**src/rtl/digit_serial_adder.sv**
```systemverilog
// digit_serial_adder: WIDTH-bit adder processing DIGIT bits per clock with valid/ready handshakes.
// Optional subtract mode when DIGIT_SERIAL_ADDER_SUB_EN is defined (adds a sub input).
module digit_serial_adder #(
   parameter int WIDTH = 16,
   parameter int DIGIT = 4
) (
   input  logic             clk,
   input  logic             rst_n,
   input  logic             in_valid,
   output logic             in_ready,
   input  logic [WIDTH-1:0] a,
   input  logic [WIDTH-1:0] b,
   input  logic             cin,
`ifdef DIGIT_SERIAL_ADDER_SUB_EN
   input  logic             sub,
`endif
   output logic             out_valid,
   input  logic             out_ready,
   output logic [WIDTH-1:0] sum,
   output logic             cout
);
   localparam int NDIG = WIDTH / DIGIT;
   localparam int CW   = (NDIG > 1) ? $clog2(NDIG) : 1;

   if (DIGIT < 1 || WIDTH % DIGIT != 0) begin : g_bad_digit
      $error("digit_serial_adder: DIGIT must divide WIDTH exactly");
   end

   typedef enum logic [1:0] {IDLE, BUSY, DONE} state_t;

   state_t           state_q, state_d;
   logic [WIDTH-1:0] a_sh_q, a_sh_d, b_sh_q, b_sh_d;
   logic [WIDTH-1:0] sum_sh_q, sum_sh_d, sum_q, sum_d;
   logic [CW-1:0]    cnt_q, cnt_d;
   logic             carry_q, carry_d, cout_q, cout_d;
   logic             in_ready_q, in_ready_d, out_valid_q, out_valid_d;
   logic [DIGIT:0]   dsum;
   logic             sub_i, last;

`ifdef DIGIT_SERIAL_ADDER_SUB_EN
   assign sub_i = sub;
`else
   assign sub_i = 1'b0;
`endif

   assign dsum = {1'b0, a_sh_q[DIGIT-1:0]} + {1'b0, b_sh_q[DIGIT-1:0]} + {{DIGIT{1'b0}}, carry_q};
   assign last = cnt_q == CW'(NDIG - 1);

   always_comb begin
      state_d     = state_q;
      a_sh_d      = a_sh_q;
      b_sh_d      = b_sh_q;
      sum_sh_d    = sum_sh_q;
      sum_d       = sum_q;
      cnt_d       = cnt_q;
      carry_d     = carry_q;
      cout_d      = cout_q;
      in_ready_d  = in_ready_q;
      out_valid_d = out_valid_q;
      case (state_q)
         IDLE: begin
            in_ready_d = 1'b1;
            if (in_valid && in_ready_q) begin
               // subtraction is a + ~b + 1, so the carry register seeds the +1
               a_sh_d     = a;
               b_sh_d     = sub_i ? ~b : b;
               carry_d    = sub_i ? 1'b1 : cin;
               cnt_d      = '0;
               in_ready_d = 1'b0;
               state_d    = BUSY;
            end
         end
         BUSY: begin
            sum_sh_d = (sum_sh_q >> DIGIT) | (WIDTH'(dsum[DIGIT-1:0]) << (WIDTH - DIGIT));
            a_sh_d   = a_sh_q >> DIGIT;
            b_sh_d   = b_sh_q >> DIGIT;
            carry_d  = dsum[DIGIT];
            cnt_d    = cnt_q + 1'b1;
            if (last) begin
               sum_d       = sum_sh_d;
               cout_d      = dsum[DIGIT];
               out_valid_d = 1'b1;
               state_d     = DONE;
            end
         end
         DONE: begin
            if (out_ready) begin
               out_valid_d = 1'b0;
               in_ready_d  = 1'b1;
               state_d     = IDLE;
            end
         end
         default: state_d = IDLE;
      endcase
   end

   always_ff @(posedge clk or negedge rst_n) begin
      if (!rst_n) begin
         state_q     <= IDLE;
         a_sh_q      <= '0;
         b_sh_q      <= '0;
         sum_sh_q    <= '0;
         sum_q       <= '0;
         cnt_q       <= '0;
         carry_q     <= 1'b0;
         cout_q      <= 1'b0;
         in_ready_q  <= 1'b0;
         out_valid_q <= 1'b0;
      end else begin
         state_q     <= state_d;
         a_sh_q      <= a_sh_d;
         b_sh_q      <= b_sh_d;
         sum_sh_q    <= sum_sh_d;
         sum_q       <= sum_d;
         cnt_q       <= cnt_d;
         carry_q     <= carry_d;
         cout_q      <= cout_d;
         in_ready_q  <= in_ready_d;
         out_valid_q <= out_valid_d;
      end
   end

   assign in_ready  = in_ready_q;
   assign out_valid = out_valid_q;
   assign sum       = sum_q;
   assign cout      = cout_q;

endmodule

```
**config.mk**
```make
export PLATFORM = sky130hd
export DESIGN_NAME = digit_serial_adder
export DESIGN_NICKNAME = d
export VERILOG_FILES = /design/src/rtl/digit_serial_adder.sv
export SDC_FILE = /design/constraint.sdc
export NUM_CORES = 1
export LEC_CHECK = 0
export ABC_AREA = 1
export ABC_CLOCK_PERIOD_IN_PS = 2600
export CORE_ASPECT_RATIO = 0.5
export CORE_UTILIZATION = 58
export CTS_BUF_LIST = sky130_fd_sc_hd__clkbuf_4
export DETAILED_ROUTE_END_ITERATION = 10
export GPL_TIMING_DRIVEN = 0
export PLACE_DENSITY = 0.95
export SYNTH_ARGS = -nofsm -noshare
export SYNTH_HDL_FRONTEND = slang
export SYNTH_SLANG_ARGS = --single-unit
```
**constraint.sdc**
```tcl
create_clock -name clk -period 2.6 [get_ports clk]
set_clock_uncertainty 0.2 [all_clocks]
set_input_delay 0.52 -clock clk [delete_from_list [all_inputs] [get_ports clk]]
set_output_delay 0.52 -clock clk [all_outputs]
set_load 0.03 [all_outputs]
```
==> metrics.log <==
[metrics] Setup crit end kind: primary output
[metrics] post-synthesis share of cell area spent on xor and xnor gates: 0.00286
[metrics] Detailed Routing Iterations Pass 1: 5
[metrics] detailed placer's ending HPWL: 4760 um
[metrics] cell type contributing the most total cell area after synthesis: dfrtp_1
[metrics] Cell Area, Placed: 0.00370 mm2
[metrics] core outline area: 0.00500 mm2
[metrics] CTS Hold Buffers Added: 0
[metrics] Critical Path RT: 1880 ps
[metrics] met2 Use GR: 0.476
[metrics] CTS tree: yes
[metrics] Area contributors post-synth: dfrtp_1, nand2_1, o21ai_0
[metrics] Worst Path Arrival: 1500 ps
[metrics] mean routed wirelength per cell: 13.5 um
[metrics] #FFs+latches synth: 68
[metrics] post-layout total power: 0.00501 W
[metrics] initial antenna violation count: 0
[metrics] count of inserted antenna diode cells: 0
[metrics] worst reg2reg path depth: 7
[metrics] Slew Viols, Final: 0
[metrics] number of buffers created by CTS: 9
[metrics] starting density of the core: 0.612
[metrics] iteration-0 DRC count of the detailed router: 115
[metrics] mux share of post-synthesis cell area: 0
[metrics] register clock-pin slew on the reported worst setup and hold paths: 110 ps
[metrics] final critical delay including setup and external delays: 2220 ps
[metrics] top cell type's share of synthesized area: 0.556
[metrics] Max stage delay cell, worst path: clkdlybuf4s50_1
[metrics] DRT antenna net count: 0
[metrics] peak ir drop on the vdd network: 614 uV
[metrics] Synth Area per Inst: 8.58 um2
[metrics] total standard cell area after synthesis: 0.00306 mm2
[metrics] warning count from the yosys run: 0
[metrics] Die Height: 53.4 um
[metrics] pwr/cell area: 1300 mW/mm2
[metrics] sequential fraction of the synthesis area: 0.556
[metrics] cell with the most instances after synthesis: nand2_1
[metrics] Remaining Overflow, GRT: 0
[metrics] largest net degree at the start of global routing: 69
[metrics] adder-cell area share of the yosys netlist: 0.0294
[metrics] Final Instance Area: 0.00386 mm2
[metrics] peak per-stage delay on the critical path: 680 ps
[metrics] Longest Clk Path Bufs: 2
[metrics] most used routing layer in global routing: met2
[metrics] HP Class: in2async
[metrics] combinational family with the most area after synthesis: simple AND/OR/NAND/NOR gates
[metrics] Final #Nets: 466
[metrics] final hold violation count: 27
[metrics] flip-flop cell with the highest count after synthesis: dfrtp_1
[metrics] worst skew pair latency: 430 ps
[metrics] global-route wire length before repair: 11200 um
[metrics] EDFF count, synth: 0
[metrics] startpoint type of the worst setup path: flop
[metrics] number of unique standard cell types used by synthesis: 23
[metrics] I/O pin cnt: 56
[metrics] status: complete, but fails checks
[metrics] Post-Syn Instances: 357
[metrics] Fmax: 450 MHz
[metrics] setup_tns: 0 ps
[metrics] Critical Path, Cell by Cell: clkdlybuf4s50_1
[metrics] clock root buffer: clkbuf_4
[metrics] buffers added on ports: 55
[metrics] CTS H-tree lvls: 3
[metrics] Area growth, synth to finish: 26.0%
[metrics] vias in the first global route: 2490
[metrics] CTS Sinks: 68
[metrics] Rel. slew slack: 0.453
[metrics] number of max-cap violations: 0
[metrics] ratio of cells with drive above 1 in the final layout: 0.0911
[metrics] leakage power: 1.85 nW
[metrics] die outline width: 105 um
[metrics] number of endpoints failing setup at the final stage: 0
[metrics] detailed-route DRC error count: 0
[metrics] met1 Resource Use GR: 0.315
[metrics] setup bufs post-CTS: 0
[metrics] Vias/cell: 5.14
[metrics] row count: 18
[metrics] violated checks: negative hold slack
[metrics] total number of vias: 2559
[metrics] die footprint: 0.00559 mm2
[metrics] number of buffer and inverter stages on the critical path: 1
[metrics] Synth Area in Simple Gates: 0.188
[metrics] met3 Usage GRT: 0.0690
[metrics] GRT Overall Usage: 0.270
[metrics] final cycle utilization of the critical path: 0.855
[metrics] post_cts resized: 0
[metrics] highest fanout seen on the critical path: 3
[metrics] share of the synthesized area in compound gates (AO/OA/AOI/OAI): 0.131
[metrics] final worst hold slack: -24.1 ps
[metrics] Crit. path cell count: 1
[metrics] type of the worst setup path: reg2out
[metrics] post-synthesis async set-or-reset flop share: 1.00
[metrics] number of nets in the synthesized netlist: 400
[metrics] synth cell count leaders: nand2_1, dfrtp_1, o21ai_0
[metrics] largest delay contributor family on the critical path: buffers and inverters
[metrics] wirelength, routed: 6740 um
[metrics] Worst Tran Pin Value: 821 ps
[metrics] Routability Congestion: 0.862
[metrics] RSZ-0062 raised after global routing: false
layer usage:
layer  vias to the layer above  wire length [um]
met4                         0               231
met1                      1189              2750
met5                         -                 0
met3                        25               450
met2                        92              3300
li1                       1253                 -
report_power, final:
| group | switching, W | internal, W | total (W) | leakage, nW |
|---|---|---|---|---|
| Combinational | 0.00157 | 0.000924 | 0.00249 | 0.908 |
| Sequential | 0.000227 | 0.00153 | 0.00176 | 0.864 |
| Clock | 0.000377 | 0.000384 | 0.000761 | 0.0756 |
final timing paths:
kind | start | endpoint | slack [ps]
max in group asynchronous | rst_n | b_sh_q[9] | 1690
worst max-delay path | in_ready | in_ready | 380
worst min-delay path | rst_n | sum[10] | -20
worst max register to register | a_sh_q[0] | carry_q | 680
min in group clk | sum[3] | sum[3] | 280
worst min register to register | sum[3] | sum[3] | 280
area by class of cell:
| class | instances | area (um2) |
|---|---|---|
| Tap cell | 70 | 87.6 |
| Buffer | 16 | 116 |
| Inverter | 45 | 169 |
| Timing Repair Buffer | 55 | 548 |
| Clock buffer | 9 | 67.6 |
| Sequential cell | 68 | 1700 |
| Clock inverter | 7 | 91.3 |
| Multi-Input combinational cell | 228 | 1070 |
| Fill cell | 345 | 1140 |
state kept, by name, indices dropped and copies added, names as in the netlist:
signal     count
a_sh_q        16
b_sh_q        16
sum           16
sum_sh_q      12
cnt_q          2
state_q        2
carry_q        1
cout           1
in_ready       1
out_valid      1
cells in the final DEF (no fill, tap or decap), types with 2 or more instances in the layout:
cell type	count
buf_6	4
nand3_1	15
clkdlybuf4s50_1	54
ha_1	4
buf_2	5
buf_4	6
inv_1	41
bufinv_16	2
a21oi_1	3
nor2_1	6
clkbuf_4	9
nor2_2	2
o21ai_0	67
dfrtp_1	68
nand2_1	116
o21ai_1	7
inv_2	4
clkinvlp_4	3
fa_1	2
stage by stage:
stage | std cells | util | worst slack [ps]
after CTS | 498 | 0.771 | 379
after global placement | 482 | 0.740 | -1230
after global routing | 498 | 0.771 | 342
after detailed placement | 482 | 0.739 | 336
final | 498 | 0.771 | 376
after floorplan | 357 | - | 867
logic make-up after synthesis:
| group | Yosys count |
|---|---|
| buffers and inverters | 61 |
| xor gates and xnor gates | 1 |
| AOI/OAI and AO/OA | 79 |
| and+or+nand+nor | 142 |
| adders and majority gates | 6 |
| DFF | 68 |
(Power assumes the default switching activity.)
